[src/rtl/inst_fetch_seq.sv]
// inst_fetch_seq: fetches one opcode byte plus a 5- or 8-byte little-endian
// operand from byte-wide instruction memory. The assembled instruction is held
// for the decoder until the execute stage reports completion. The block owns
// the program counter.
//
// Memory handshake: a byte moves on every cycle where mem_req && mem_ack.
// mem_rdata is sampled in that same cycle. mem_req stays asserted, and
// mem_addr stays equal to pc, until the memory accepts the request.
module inst_fetch_seq #(
    parameter logic [63:0] RESET_PC = 64'h0
) (
    input  logic        clk,
    input  logic        rst,
    output logic        mem_req,
    output logic [63:0] mem_addr,
    input  logic        mem_ack,
    input  logic [7:0]  mem_rdata,
    output logic [7:0]  opc,
    output logic [63:0] opl,
    output logic        inst_valid,
    input  logic        exec_done,
    input  logic        jmp,
    input  logic [63:0] jmp_addr,
    output logic [63:0] pc
);

    typedef enum logic [1:0] {
        S_IDLE  = 2'd0,
        S_OPC   = 2'd1,
        S_OPL   = 2'd2,
        S_ISSUE = 2'd3
    } state_t;

    state_t      state_q, state_d;
    logic [63:0] pc_q, pc_d;
    logic [7:0]  opc_q, opc_d;
    logic [63:0] opl_q, opl_d;
    logic [2:0]  cnt_q, cnt_d;
    // Set when the current opcode selects the 5-byte operand form.
    logic        short_q, short_d;
    logic        xfer;
    logic [2:0]  last_cnt;

    // Request and valid are decoded purely from the registered state.
    assign mem_req    = (state_q == S_OPC) || (state_q == S_OPL);
    assign inst_valid = (state_q == S_ISSUE);
    assign xfer       = mem_req && mem_ack;
    assign last_cnt   = short_q ? 3'd4 : 3'd7;
    assign mem_addr   = pc_q;
    assign pc         = pc_q;
    assign opc        = opc_q;
    assign opl        = opl_q;

    // State register and datapath registers; reset abandons any fetch in flight.
    always_ff @(posedge clk or posedge rst) begin
        if (rst) begin
            state_q <= S_IDLE;
            pc_q    <= RESET_PC;
            opc_q   <= 8'h00;
            opl_q   <= 64'h0;
            cnt_q   <= 3'd0;
            short_q <= 1'b0;
        end else begin
            state_q <= state_d;
            pc_q    <= pc_d;
            opc_q   <= opc_d;
            opl_q   <= opl_d;
            cnt_q   <= cnt_d;
            short_q <= short_d;
        end
    end

    // Next-state and datapath update. exec_done/jmp only matter in S_ISSUE.
    always_comb begin
        state_d = state_q;
        pc_d    = pc_q;
        opc_d   = opc_q;
        opl_d   = opl_q;
        cnt_d   = cnt_q;
        short_d = short_q;
        case (state_q)
            S_IDLE: begin
                state_d = S_OPC;
            end
            S_OPC: begin
                if (xfer) begin
                    opc_d   = mem_rdata;
                    opl_d   = 64'h0;
                    cnt_d   = 3'd0;
                    short_d = mem_rdata[0];
                    pc_d    = pc_q + 64'd1;
                    state_d = S_OPL;
                end
            end
            S_OPL: begin
                if (xfer) begin
                    opl_d[{cnt_q, 3'b000} +: 8] = mem_rdata;
                    cnt_d = cnt_q + 3'd1;
                    pc_d  = pc_q + 64'd1;
                    if (cnt_q == last_cnt) begin
                        state_d = S_ISSUE;
                    end
                end
            end
            S_ISSUE: begin
                if (exec_done) begin
                    state_d = S_OPC;
                    if (jmp) begin
                        pc_d = jmp_addr;
                    end
                end
            end
            default: begin
                state_d = S_IDLE;
            end
        endcase
    end

endmodule
[config.mk]
export PLATFORM = sky130hd
export DESIGN_NAME = inst_fetch_seq
export DESIGN_NICKNAME = d
export VERILOG_FILES = /design/src/rtl/inst_fetch_seq.sv
export SDC_FILE = /design/constraint.sdc
export NUM_CORES = 1
export LEC_CHECK = 0
export CORE_ASPECT_RATIO = 1.75
export CORE_MARGIN = 2
export CORE_UTILIZATION = 40
export CTS_CLUSTER_SIZE = 25
export DETAILED_ROUTE_END_ITERATION = 7
export PLACE_DENSITY = 0.72
export SYNTH_ARGS = -nofsm -noshare
export SYNTH_HDL_FRONTEND = slang
export SYNTH_SLANG_ARGS = --single-unit
[constraint.sdc]
create_clock -name clk -period 5.95 [get_ports clk]
set_input_delay 1.19 -clock clk [delete_from_list [all_inputs] [get_ports clk]]
set_output_delay 1.19 -clock clk [all_outputs]
set_load 0.03 [all_outputs]
==> impl_metrics.ini <==
[synthesis]
syn-cell-area_um2 = 8039
yosys_warnings = 0
syn_avg_cell_area_um2 = 8.498
synth_top_area_share_pct = 43.89
synthFlopType = dfrtp_1
ys_seq_area_share_pct = 43.89
synth_nets = 1035
synth-edff-count = 0
ys_ff_latch = 141
syn_inst = 946
synth_largest_area_cell = dfrtp_1
synth_area_leaders = dfrtp_1 (44%), buf_4 (6.1%), nand2_1 (6.1%)
synth_cell_type_count = 59
ys_async_sr_fraction_pct = 100.0

[worst_hold_path]
holdPathStages = 2
min_path_type = flop to flop
min-delay-start = opl[53]
min_to = opl[53]

[worst_setup_path]
crit_fanout = 42
cp_data_required_time_ps = 6270
cp_slowest_cell = a22oi_2
r2r_slack_ps = 2420
crit_start = mem_ack
timing.critical_path.buf_inv = 3
critPathCaptureType = flop
worstPathArrival_ps = 3920
r2r-end = opl[37]
r2r-start = cnt_q[0]
slowest_delay_ps = 610
crit_family = buffers and inverters
startpoint_type = primary input
ff2ff_path_depth = 7
worstSetupPathType = primary input to flop
path_cells = clkdlybuf4s50_1 > nand2b_1 > a22oi_2 > buf_4 > buf_4 > a311oi_1 > a311oi_1

[die]
num_rows = 68
dieHeight_um = 191.5
start_util_pct = 40.73
io_pins = 279
die_area_um2 = 21290
core_area_um2 = 19740
die_x_um = 111.2

[timing]
skew_ps = 8.735
worstMarginPinSlew_ps = 1103
maxSlewHeadroom_pct = 25.88
fin_setup_tns_ps = 0
fin_hold_ws_ps = 472.7
fin_crit_sh_pct = 60.35
fmax_mhz = 278.5
period_minus_slack_ps = 3591
slew_viol_final = 0
finalHoldViolCount = 0
grt_setup_unrepaired = no
setup_viol = 0

[route]
drc = 0
viasPerCell = 5.895
ant_nets = 0
drt_first_pass_iters = 7
vias = 8206
routedWlPerCell_um = 20.83
routed_wirelength_um = 29000
drt_iter0_drc = 492

[pwr]
ir_worst_vdd_mv = 0.3827
cellPowerDensity_nw_per_um2 = 555.0
leakagePower_nw = 4.345

[placed_design]
place_hpwl_um = 21090
portBuffers = 278
place_area_um2 = 10540
place.gp.congestion = 0.9864

[global_route]
grt.overflow.total = 0
antenna_found_initial = 0
grtUsageTotal_pct = 26.82
grt_pass1_wl_um = 44700
grt_max_degree = 106
first_global_vias = 8036

[flow_run]
cap_violations = 0

[cts]
clkTransAtPathRegs_ps = 60
clk_path_buf_depth = 2
clk_latency_ps = 430
cts-root-buf = clkbuf_16
cts_tree = yes
htree_levels = 4
cts_hold_buf = 0
cts_buffers = 17
cts_resized = 0
clock_sinks = 141
cts_setup_buffers = 0

[finish]
layout-drive-gt1-share_pct = 5.057
layout.cells.most_common = clkdlybuf4s50_1
synthToLayoutAreaGrowth_pct = 38.12
num_antenna_cells = 0
fin_util_pct = 56.25
fin_area_um2 = 11100
nets = 1224
mostFrequentLayoutCells = clkdlybuf4s50_1 (278), dfrtp_1 (141), nand2_1 (130)

[status]
status = completed
sequential cells by signal, indices dropped and copies added (netlist names):
name / count
mem_addr: 64
opl: 64
opc: 8
cnt_q: 3
state_q: 2
logic make-up (layout without fill, tap and decap cells):
logic type / Yosys count / in the layout / share of synthesized area [%]
AO/OA/AOI/OAI: 225 / 225 / 16.61
XOR/XNOR: 1 / 1 / 0.1090
adder cells (fa/ha/maj): 12 / 12 / 1.868
buffers and inverters: 130 / 331 / 9.152
flip-flops: 141 / 141 / 43.89
multiplexers: 16 / 16 / 2.117
AND/OR/NAND/NOR: 421 / 421 / 26.26
metrics by stage:
step	cells	total power (W)	worst slack, ps
global route	1392	0.006492	2113
detailed placement	1361	0.005081	1955
finish	1392	0.006163	2359
global placement	1361	0.005025	2058
CTS	1392	0.006149	2411
floorplan	946	0.003935	978.8
where the power goes:
| part | internal, W | total (W) | switching, W |
|---|---|---|---|
| registers | 0.00121 | 0.00165 | 0.000439 |
| clock network | 0.000624 | 0.00106 | 0.000435 |
| logic | 0.00128 | 0.00346 | 0.00218 |
| total | 0.00311 | 0.00616 | 0.00305 |
final cells by class:
| class | instances | area [um^2] |
|---|---|---|
| Clock buffer | 20 | 446.7 |
| Clock inverter | 11 | 120.1 |
| Fill cell | 1825 | 8636 |
| Inverter | 12 | 50.05 |
| Multi-Input combinational cell | 675 | 3794 |
| Sequential cell | 141 | 3528 |
| Tap cell | 245 | 306.5 |
| Timing Repair Buffer | 288 | 2858 |
tightest hold or removal path, cell delays in order (launching register included):
cell	delay, ps
dfrtp_1	340
nand2_1	40
o21ai_0	60
metal layers:
layer	global-route usage [%]	vias up	wire [um]
li1	-	3769	-
met4	12.54	0	1205
met1	27.32	3984	9929
met2	50.84	371	15940
met5	0	-	0
met3	6.658	82	1923
worst max-delay path by stage:
stage | end | cells past startpoint | slack (ps)
finish | mem_addr[54] | 7 | 2360
global route | opl[35] | 7 | 2110
CTS | mem_addr[59] | 8 | 2410
detailed placement | mem_addr[59] | 8 | 1960
global placement | mem_addr[59] | 8 | 2060
floorplan | cnt_q[0] | 1 | 980
Yosys cell counts (3+ instances only):
library cell,count
a21o_1,3
a21oi_1,53
a22oi_1,8
a311oi_1,6
a31oi_1,6
a32oi_1,3
and2_1,6
and3_1,23
and4_1,8
buf_1,5
buf_2,3
buf_4,65
clkbuf_1,45
dfrtp_1,141
ha_1,12
inv_1,11
mux2_2,8
mux2i_1,8
nand2_1,130
nand2b_1,3
nand3_1,88
nand3b_1,3
nand4_1,31
nor2_1,52
nor2b_1,4
nor3_1,26
nor4_1,15
o211ai_1,4
o21ai_0,95
o21bai_1,3
o22ai_1,9
o2bb2ai_1,3
o31ai_1,11
o41ai_1,4
or2_2,3
or3_1,7
or4_1,12
Note: power is estimated with default switching activity, not from simulation.
